<file path="src/rtl/sn76489_pkg.sv">
// Shared SN76489 encodings: channel/register codes, byte field positions,
// request bundle and helpers that build latch and data bytes.
package sn76489_pkg;

  typedef enum logic [1:0] {
    CH_TONE1 = 2'd0,
    CH_TONE2 = 2'd1,
    CH_TONE3 = 2'd2,
    CH_NOISE = 2'd3
  } psg_ch_e;

  typedef enum logic {
    REG_FREQ = 1'b0,
    REG_ATT  = 1'b1
  } psg_reg_e;

  localparam int LATCH_FLAG_BIT = 7;
  localparam int CH_MSB         = 6;
  localparam int CH_LSB         = 5;
  localparam int TYPE_BIT       = 4;
  localparam int LOW_MSB        = 3;
  localparam int DATA_MSB       = 5;

  typedef struct packed {
    logic [1:0] ch;
    logic       typ;
    logic [9:0] value;
  } psg_req_t;

  function automatic logic psg_has_data(
    input logic [1:0] ch,
    input logic       typ
  );
    return (typ == REG_FREQ) && (ch != CH_NOISE);
  endfunction

  function automatic logic [7:0] psg_latch_byte(
    input logic [1:0] ch,
    input logic       typ,
    input logic [3:0] v_lo
  );
    logic [7:0] b;
    logic [3:0] low;
    // noise control only carries 3 bits
    if ((ch == CH_NOISE) && (typ == REG_FREQ))
      low = {1'b0, v_lo[2:0]};
    else
      low = v_lo;
    b = '0;
    b[LATCH_FLAG_BIT]  = 1'b1;
    b[CH_MSB:CH_LSB]   = ch;
    b[TYPE_BIT]        = typ;
    b[LOW_MSB:0]       = low;
    return b;
  endfunction

  function automatic logic [7:0] psg_data_byte(
    input logic [5:0] v_hi
  );
    logic [7:0] b;
    b = '0;
    b[DATA_MSB:0] = v_hi;
    return b;
  endfunction

endpackage

</file>
<file path="src/rtl/sn76489_writer_fifo.sv">
// Request FIFO for the PSG bus writer.
// push_i/pop_i are ignored when full/empty; rdata_o shows the head entry.
module sn76489_writer_fifo
  import sn76489_pkg::*;
#(
  parameter int DEPTH = 4
) (
  input  logic                       clk_i,
  input  logic                       rst_i,
  input  logic                       push_i,
  input  psg_req_t                   wdata_i,
  input  logic                       pop_i,
  output psg_req_t                   rdata_o,
  output logic                       full_o,
  output logic                       empty_o,
  output logic [$clog2(DEPTH):0]     count_o
);

  localparam int AW = $clog2(DEPTH);

  psg_req_t        mem_q [DEPTH];
  logic [AW-1:0]   wr_q, wr_d;
  logic [AW-1:0]   rd_q, rd_d;
  logic [AW:0]     cnt_q, cnt_d;
  logic            do_push, do_pop;

  assign full_o  = (cnt_q == (AW+1)'(DEPTH));
  assign empty_o = (cnt_q == '0);
  assign count_o = cnt_q;
  assign rdata_o = mem_q[rd_q];

  assign do_push = push_i && !full_o;
  assign do_pop  = pop_i && !empty_o;

  always_comb begin
    wr_d  = wr_q;
    rd_d  = rd_q;
    cnt_d = cnt_q;
    if (do_push) wr_d = wr_q + 1'b1;
    if (do_pop)  rd_d = rd_q + 1'b1;
    if (do_push && !do_pop)      cnt_d = cnt_q + 1'b1;
    else if (do_pop && !do_push) cnt_d = cnt_q - 1'b1;
  end

  always_ff @(posedge clk_i) begin
    if (rst_i) begin
      wr_q  <= '0;
      rd_q  <= '0;
      cnt_q <= '0;
    end else begin
      wr_q  <= wr_d;
      rd_q  <= rd_d;
      cnt_q <= cnt_d;
    end
  end

  always_ff @(posedge clk_i) begin
    if (do_push) mem_q[wr_q] <= wdata_i;
  end

endmodule

</file>
<file path="src/rtl/sn76489_bus_writer.sv">
// Serialises queued PSG register writes into latch/data bytes on d/nCE/nWE,
// holding each strobe until ready (or timeout). Sticky error on timeout.
module sn76489_bus_writer
  import sn76489_pkg::*;
#(
  parameter int FIFO_DEPTH    = 4,
  parameter int SETUP_CYCLES  = 1,
  parameter int STROBE_MIN    = 2,
  parameter int READY_TIMEOUT = 255
) (
  input  logic       clock,
  input  logic       reset,
  input  logic       req_valid,
  output logic       req_ready,
  input  logic [1:0] req_channel,
  input  logic       req_type,
  input  logic [9:0] req_value,
  output logic [7:0] d,
  output logic       nWE,
  output logic       nCE,
  input  logic       ready,
  output logic       busy,
  output logic       error
);

  localparam int CNT_W = 16;
  localparam logic [CNT_W-1:0] SETUP_LAST =
    CNT_W'(SETUP_CYCLES - 1);
  localparam logic [CNT_W-1:0] STROBE_LAST =
    CNT_W'(STROBE_MIN > 0 ? STROBE_MIN - 1 : 0);
  localparam logic [CNT_W-1:0] TMO_LAST =
    CNT_W'(READY_TIMEOUT - 1);

  typedef enum logic [1:0] {
    IDLE, SETUP, STROBE, RELEASE
  } state_e;

  state_e           state_q, state_d;
  logic [7:0]       byte_q, byte_d;
  logic [7:0]       data_q, data_d;
  logic             pend_q, pend_d;
  logic [CNT_W-1:0] cnt_q, cnt_d;
  logic             err_q, err_d;

  psg_req_t                    wreq, head;
  logic                        fifo_pop;
  logic                        fifo_full, fifo_empty;
  logic [$clog2(FIFO_DEPTH):0] fifo_cnt;

  assign wreq = {req_channel, req_type, req_value};

  sn76489_writer_fifo #(
    .DEPTH (FIFO_DEPTH)
  ) u_fifo (
    .clk_i   (clock),
    .rst_i   (reset),
    .push_i  (req_valid),
    .wdata_i (wreq),
    .pop_i   (fifo_pop),
    .rdata_o (head),
    .full_o  (fifo_full),
    .empty_o (fifo_empty),
    .count_o (fifo_cnt)
  );

  always_comb begin
    state_d  = state_q;
    byte_d   = byte_q;
    data_d   = data_q;
    pend_d   = pend_q;
    cnt_d    = cnt_q;
    err_d    = err_q;
    fifo_pop = 1'b0;
    unique case (state_q)
      IDLE: begin
        if (!fifo_empty) begin
          fifo_pop = 1'b1;
          byte_d   = psg_latch_byte(head.ch, head.typ,
                                    head.value[3:0]);
          data_d   = psg_data_byte(head.value[9:4]);
          pend_d   = psg_has_data(head.ch, head.typ);
          cnt_d    = '0;
          state_d  = SETUP;
        end
      end
      SETUP: begin
        if (cnt_q >= SETUP_LAST) begin
          cnt_d   = '0;
          state_d = STROBE;
        end else begin
          cnt_d = cnt_q + 1'b1;
        end
      end
      STROBE: begin
        if ((cnt_q >= STROBE_LAST) && ready) begin
          state_d = RELEASE;
        end else if (cnt_q >= TMO_LAST) begin
          // abandon the whole request, data byte included
          err_d   = 1'b1;
          pend_d  = 1'b0;
          state_d = RELEASE;
        end else if (cnt_q != '1) begin
          cnt_d = cnt_q + 1'b1;
        end
      end
      RELEASE: begin
        if (pend_q) begin
          byte_d  = data_q;
          pend_d  = 1'b0;
          cnt_d   = '0;
          state_d = SETUP;
        end else begin
          state_d = IDLE;
        end
      end
    endcase
  end

  always_ff @(posedge clock) begin
    if (reset) begin
      state_q <= IDLE;
      byte_q  <= '0;
      data_q  <= '0;
      pend_q  <= 1'b0;
      cnt_q   <= '0;
      err_q   <= 1'b0;
    end else begin
      state_q <= state_d;
      byte_q  <= byte_d;
      data_q  <= data_d;
      pend_q  <= pend_d;
      cnt_q   <= cnt_d;
      err_q   <= err_d;
    end
  end

  assign d         = byte_q;
  assign nCE       = !((state_q == SETUP) || (state_q == STROBE));
  assign nWE       = (state_q != STROBE);
  assign busy      = (fifo_cnt != '0) || (state_q != IDLE);
  assign req_ready = !fifo_full;
  assign error     = err_q;

endmodule
</file>
<file path="config.mk">
export PLATFORM = sky130hd
export DESIGN_NAME = sn76489_bus_writer
export DESIGN_NICKNAME = d
export VERILOG_FILES = /design/src/rtl/sn76489_pkg.sv /design/src/rtl/sn76489_writer_fifo.sv /design/src/rtl/sn76489_bus_writer.sv
export SDC_FILE = /design/constraint.sdc
export NUM_CORES = 1
export LEC_CHECK = 0
export ABC_AREA = 1
export BUFFER_PORTS_ARGS = -buffer_cell sky130_fd_sc_hd__buf_4
export CAP_MARGIN = 5
export CORE_ASPECT_RATIO = 0.75
export CORE_MARGIN = 10
export CORE_UTILIZATION = 40
export DETAILED_ROUTE_END_ITERATION = 7
export PLACE_DENSITY = 0.69
export REMOVE_ABC_BUFFERS = 1
export SYNTH_ARGS = -nofsm -noshare
export SYNTH_HDL_FRONTEND = slang
export SYNTH_SLANG_ARGS = --single-unit
</file>
<file path="constraint.sdc">
create_clock -name clock -period 5.9 [get_ports clock]
set_input_delay 0.885 -clock clock [delete_from_list [all_inputs] [get_ports clock]]
set_output_delay 0.885 -clock clock [all_outputs]
set_load 0.03 [all_outputs]
</file>
Word-level counts from Yosys, hierarchy flattened
Memories as Yosys holds them, arrays and structs flattened. A register that Yosys moved wholly into a read port is not among the register bits.
Index checks and enable logic that the tools add are counted.
Operators by class
  add/sub/neg operators: 5
  multipliers: 0
  div/mod/pow operators: 0
  magnitude comparators: 3
  equality and inequality tests: 16
  shifts and indexed selects: 0
  mux-type cells: 29
  bitwise gates (word level): 3
  reductions and logical operators: 27
Operators with widths (count)
  $mux 16: 6
  $pmux 16 s4: 1
  $ge 16x1->1 const B: 2
  $ne 2x2->1 const B: 9
  $add 16x1->16 const B: 1
  $ge 16x8->1 const B: 1
  $mux 8: 2
  $ne 16x16->1 const B: 1
  $pmux 8 s2: 1
  $mux 2: 6
  $reduce_and 3->1: 3
  $mux 1: 8
  $pmux 2 s4: 1
  $logic_and 1x1->1: 7
  $eq 2x2->1 const B: 3
  $mux 3: 2
  $reduce_bool 2->1: 3
  $reduce_bool 3->1: 2
  $logic_not 1->1: 5
  $reduce_and 5->1: 1
  $add 2x1->2 const B: 2
  $mux 4: 1
  $reduce_and 4->1: 1
  $add 3x1->3 const B: 1
  10 further kinds: 13
Storage, ports and cells
  bits in registers: 41
  latch bits: 0
  RAM bits: 52
  memory bits (read-only): 0
  input bits: 17
  output and inout bits: 13
  word-level logic and storage cells: 93
  memories kept: 1
Memories
  u_fifo.mem_q: words 4, bits a word 13, rd ports 1, clocked after Yosys merged registers in 1, wr ports 1, RTL line sn76489_writer_fifo.sv:21  | psg_req_t mem_q [DEPTH];

Logic depth before layout (Yosys ltp)
  word-level depth: 7
  depth in mapped cells: 14
  mapped depth without buffers: 13

By module
From an unflattened synthesis, not the netlist that was laid out.
Second synthesis, totals
  cells, all modules: 447
  area, all modules: 4236.6 µm²
Modules (own cells, without submodules)
  sn76489_writer_fifo: times used 1, cells an instance 196, area an instance 2461.1 µm², sequential area each 1741.7 µm²
  sn76489_bus_writer: times used 1, cells an instance 251, area an instance 1775.5 µm², sequential area each 680.7 µm²

Worst setup path after synthesis
Ideal clock, no wire load.
  path kind: register to output
  start point: register state_q[0]
  end point: output busy
  arrival time: 1379 ps
  data required time: 5015 ps
  slack: 3636 ps
  stages on the path, launching flop included: 5
  buffers on the path: 1
  path through: dfxtp_1 inv_1 ha_1 nand4_1 clkbuf_1
Between the ends
  cells in the longest elaborated chain, start to end: 2
Ends and longest elaborated chain
  start, declared: RTL line sn76489_bus_writer.sv:38  | state_e state_q, state_d;
  start signal, assigned: RTL line sn76489_bus_writer.sv:128  | state_q <= state_d;
  $reduce_bool 2->1: RTL line sn76489_bus_writer.sv:140  | assign busy = (fifo_cnt != '0) || (state_q != IDLE);
  $logic_or 1x1->1: RTL line sn76489_bus_writer.sv:140
  end, declared: RTL line sn76489_bus_writer.sv:22  | output logic busy,
No other way between the ends.

Final worst setup path
Ends and elaborated chain as after synthesis.

==> impl_summary.md <==
Status
The run finished with clean final reports.

Route
The routed layout has 3046 vias. After the first detailed-routing iteration, the DRC count stood at 274. For this run, the detailed router's first-pass iteration total came to 5. Dividing the detail-routed via count by the number of cells gives 5.010. The routed wire length is 9123 um.

The final antenna-violating net count is 0. For this run, design rule violations remaining after detail routing come to 0. In the final routed layout, each cell accounts on average for 15.00 um.

Logic synthesis
Yosys printed 0 warnings. The synthesized flop and latch total is 95. Counting every instance in the synthesized netlist gives 442. The average instance area after synthesis is 9.398 um2.

The part of the Yosys area used for sequential elements is 0.5831. After synthesis the cells add up to 4154 um2. Yosys mapped the design onto 31 distinct sky130hd cell types.

STA
The maximum clock skew at final layout is 3.880 ps. Static timing analysis puts the maximum clock frequency at 343.0 MHz. The remaining max-slew budget at the tightest pin is 0.2888. The setup violation total in the final timing report is 0.

At the pin with the least slew margin, the transition time is 1063 ps. For the final routed database, the setup TNS stands at 0 ps. The number of max-slew violations in the final report was 0. Dividing the final minimum period by the clock period gives 0.4941.

The final critical delay including setup and external delays is 2915 ps. Setup repair after global routing left no endpoint under its margin. The number of endpoints with negative hold slack in the final report is 0.

Cells and area
In the final design database the tool counted 499 nets. The repair_antennas step left the layout with diodes totalling 0. The growth of design area from synthesis to finish is 14.10%. The fraction of layout instances using a drive strength above 1 is 0.1356. The area of all placed cells without fillers is 4740 um2.

The number of filler instances in the final layout is 949.

Clocking
The number of buffers inserted by post-CTS setup repair is 0. The number of gates resized after cts is 0. The number of buffers inserted during clock tree synthesis is 9. Buffers inserted to repair hold after CTS numbered 0. Counting along the longest clock path gives a buffer depth of 2. The CTS tree is built. The number of levels the H-tree was split into is 3. The latest clock arrival within the worst-skew pair is 340 ps. The clock root buffer is clkbuf_16. The clock-pin slew on the worst setup and hold paths is 60 ps. The clock net in this run drives a total of 95 sinks.

Die
In this run the vertical extent of the chip is 108.3 um. The row count is 32. The number of placed I/O pins is 30.

For this configuration, the core starts out at a cell density of 0.4069. The core footprint is 10210 um2. The floorplan step defined a die boundary enclosing 14900 um2. The die is 137.7 um wide.

Placed design
The HPWL after detailed placement is 6132 um. At the end of routability-driven placement, the weighted congestion stood at 0.8462. The placed instance area is 4467 um2.

Port buffering added 29 buffers.

Global routing
Summed over all layers, the global routing overflow is 0. For this run, the total global-route usage over all layers was measured as 0.1268. The global-route wire length before repair is 14770 um. The number of global-route vias before repair is 2831. Entering global routing, the biggest net connects 28 pins. The initial antenna violation count came to 0.

Critical path
The kind of capture point of the worst setup path is a primary output. The category of the critical setup timing path is flop to primary output. The largest stage delay on the critical path is 570 ps.

The worst setup path is launched from a flop. The start point of the critical path is state_q[0]. Of all nets on the critical path, the largest fanout is 14. At the worst endpoint, the arrival time is 2030 ps.

The number of buffers and inverters on the critical path is 2. STA puts the critical path data required time at 5020 ps. The critical path goes through inv_1 -> ha_1 -> nand4_1 -> buf_4. Broken down by cell family, the worst path's largest delay share belongs to simple AND/OR/NAND/NOR gates. The slowest stage of the critical path belongs to the cell nand4_1.

Power and ir drop
The analysis attributes to cell leakage a power of 1.838 nW. The power density normalized to cell area is 467.3 nW/um2. VDD sags by at most 0.2477 mV.

Worst hold path
In this run the worst hold path is classified as flop to flop. The source of the worst hold timing path is cnt_q[11].

Job
Max-cap violations in this run came to 0.
placed cells by master, fill, tap and decap left out, types with 3 or more instances in the layout:
| cell | synthesis | routed |
|---|---|---|
| nand4_1 | 9 | 9 |
| clkbuf_16 | 0 | 9 |
| a21oi_2 | 4 | 4 |
| nand3_1 | 15 | 15 |
| buf_4 | 0 | 32 |
| edfxtp_1 | 52 | 52 |
| nand2_2 | 6 | 6 |
| nor2_1 | 81 | 81 |
| a21oi_1 | 27 | 27 |
| dfxtp_1 | 43 | 43 |
| inv_1 | 36 | 36 |
| inv_2 | 3 | 3 |
| a31oi_1 | 7 | 7 |
| o21ai_0 | 44 | 44 |
| ha_1 | 14 | 14 |
| o22ai_1 | 4 | 4 |
| nand2_1 | 65 | 65 |
through the flow:
stage | cells | hold slack (ps) | power (W) | setup WS, ps | utilization
floorplan | 424 | 419.0 | 0.001421 | 3721 | -
global placement | 592 | 426.2 | 0.001661 | 3428 | 0.4375
detailed placement | 592 | 429.6 | 0.001679 | 3352 | 0.4375
CTS | 608 | 440.9 | 0.002220 | 2983 | 0.4642
global route | 608 | 468.1 | 0.002362 | 2858 | 0.4642
finish | 608 | 440.4 | 0.002215 | 2985 | 0.4642
area by class of cell:
class / count / area, um2 / share of cell area
Timing Repair Buffer: 32 / 240.2 / 0.05069
Tap cell: 136 / 170.2 / 0.03590
Sequential cell: 95 / 2422 / 0.5111
Clock inverter: 6 / 43.79 / 0.009240
Clock buffer: 10 / 229.0 / 0.04831
Multi-Input combinational cell: 290 / 1488 / 0.3139
Inverter: 39 / 146.4 / 0.03089
where the power goes:
group / internal (W) / switching (W) / leakage (nW) / total, W
Clock: 0.000289 / 0.000248 / 0.135 / 0.000537
Combinational: 0.000244 / 0.000525 / 0.874 / 0.000769
Sequential: 0.000808 / 0.000101 / 0.829 / 0.000909
metal layers:
metal,GRT usage,share of wire
met2,0.1898,0.45
met3,0.03336,0.039
met4,0.03453,0.011
met5,0,0
met1,0.1774,0.50
flip-flops by register name, indices dropped and copies added (netlist names), named ones only:
name	flops
data_q	6
error	1
u_fifo.wr_q	2
u_fifo.rd_q	2
cnt_q	16
u_fifo.mem_q	52
u_fifo.count_o	3
state_q	2
pend_q	1
d	8
synth_stat cells:
cell,count,area share
nor2_1,81,0.073
nand2_1,65,0.059
edfxtp_1,52,0.38
o21ai_0,44,0.053
dfxtp_1,43,0.21
inv_1,36,0.033
a21oi_1,27,0.033
nand3_1,15,0.018
ha_1,14,0.042
clkbuf_1,12,0.011
nand4_1,9,0.014
a31oi_1,7,0.011
nand2_2,6,0.0090
a21oi_2,4,0.0084
o22ai_1,4,0.0060
buf_2,3,0.0036
inv_2,3,0.0027
buf_6,2,0.0054
o211ai_1,2,0.0036
xor2_1,2,0.0042
a311o_1,1,0.0024
buf_8,1,0.0036
fa_1,1,0.0048
nand3_2,1,0.0024
nand3_4,1,0.0042
nor2_2,1,0.0015
nor2_4,1,0.0027
nor3b_1,1,0.0018
o21ai_1,1,0.0012
o21bai_1,1,0.0018
xnor2_1,1,0.0021
worst min-delay path, stage by stage, from the launching register on:
cell     delay [ps]
dfxtp_1         310
nand2_1          60
nor2_1           30
worst paths after layout:
path	end	slack [ps]	cells after the start
worst min register to register	cnt_q[11]	440	2
worst max register to register	pend_q	3460	10
worst max-delay path	busy	2980	4
worst min-delay path	cnt_q[11]	440	2
kinds of logic (layout without fill, tap and decap cells):
logic type,Yosys count,in the layout,synth area share
and+or+nand+nor,181,181,0.1852
AOI/OAI and AO/OA,91,91,0.1196
DFF,95,95,0.5831
xor gates and xnor gates,3,3,0.006326
adders and majority gates,15,15,0.04699
buffers and inverters,57,87,0.05873
No activity file was read; power rests on OpenSTA's default activity.
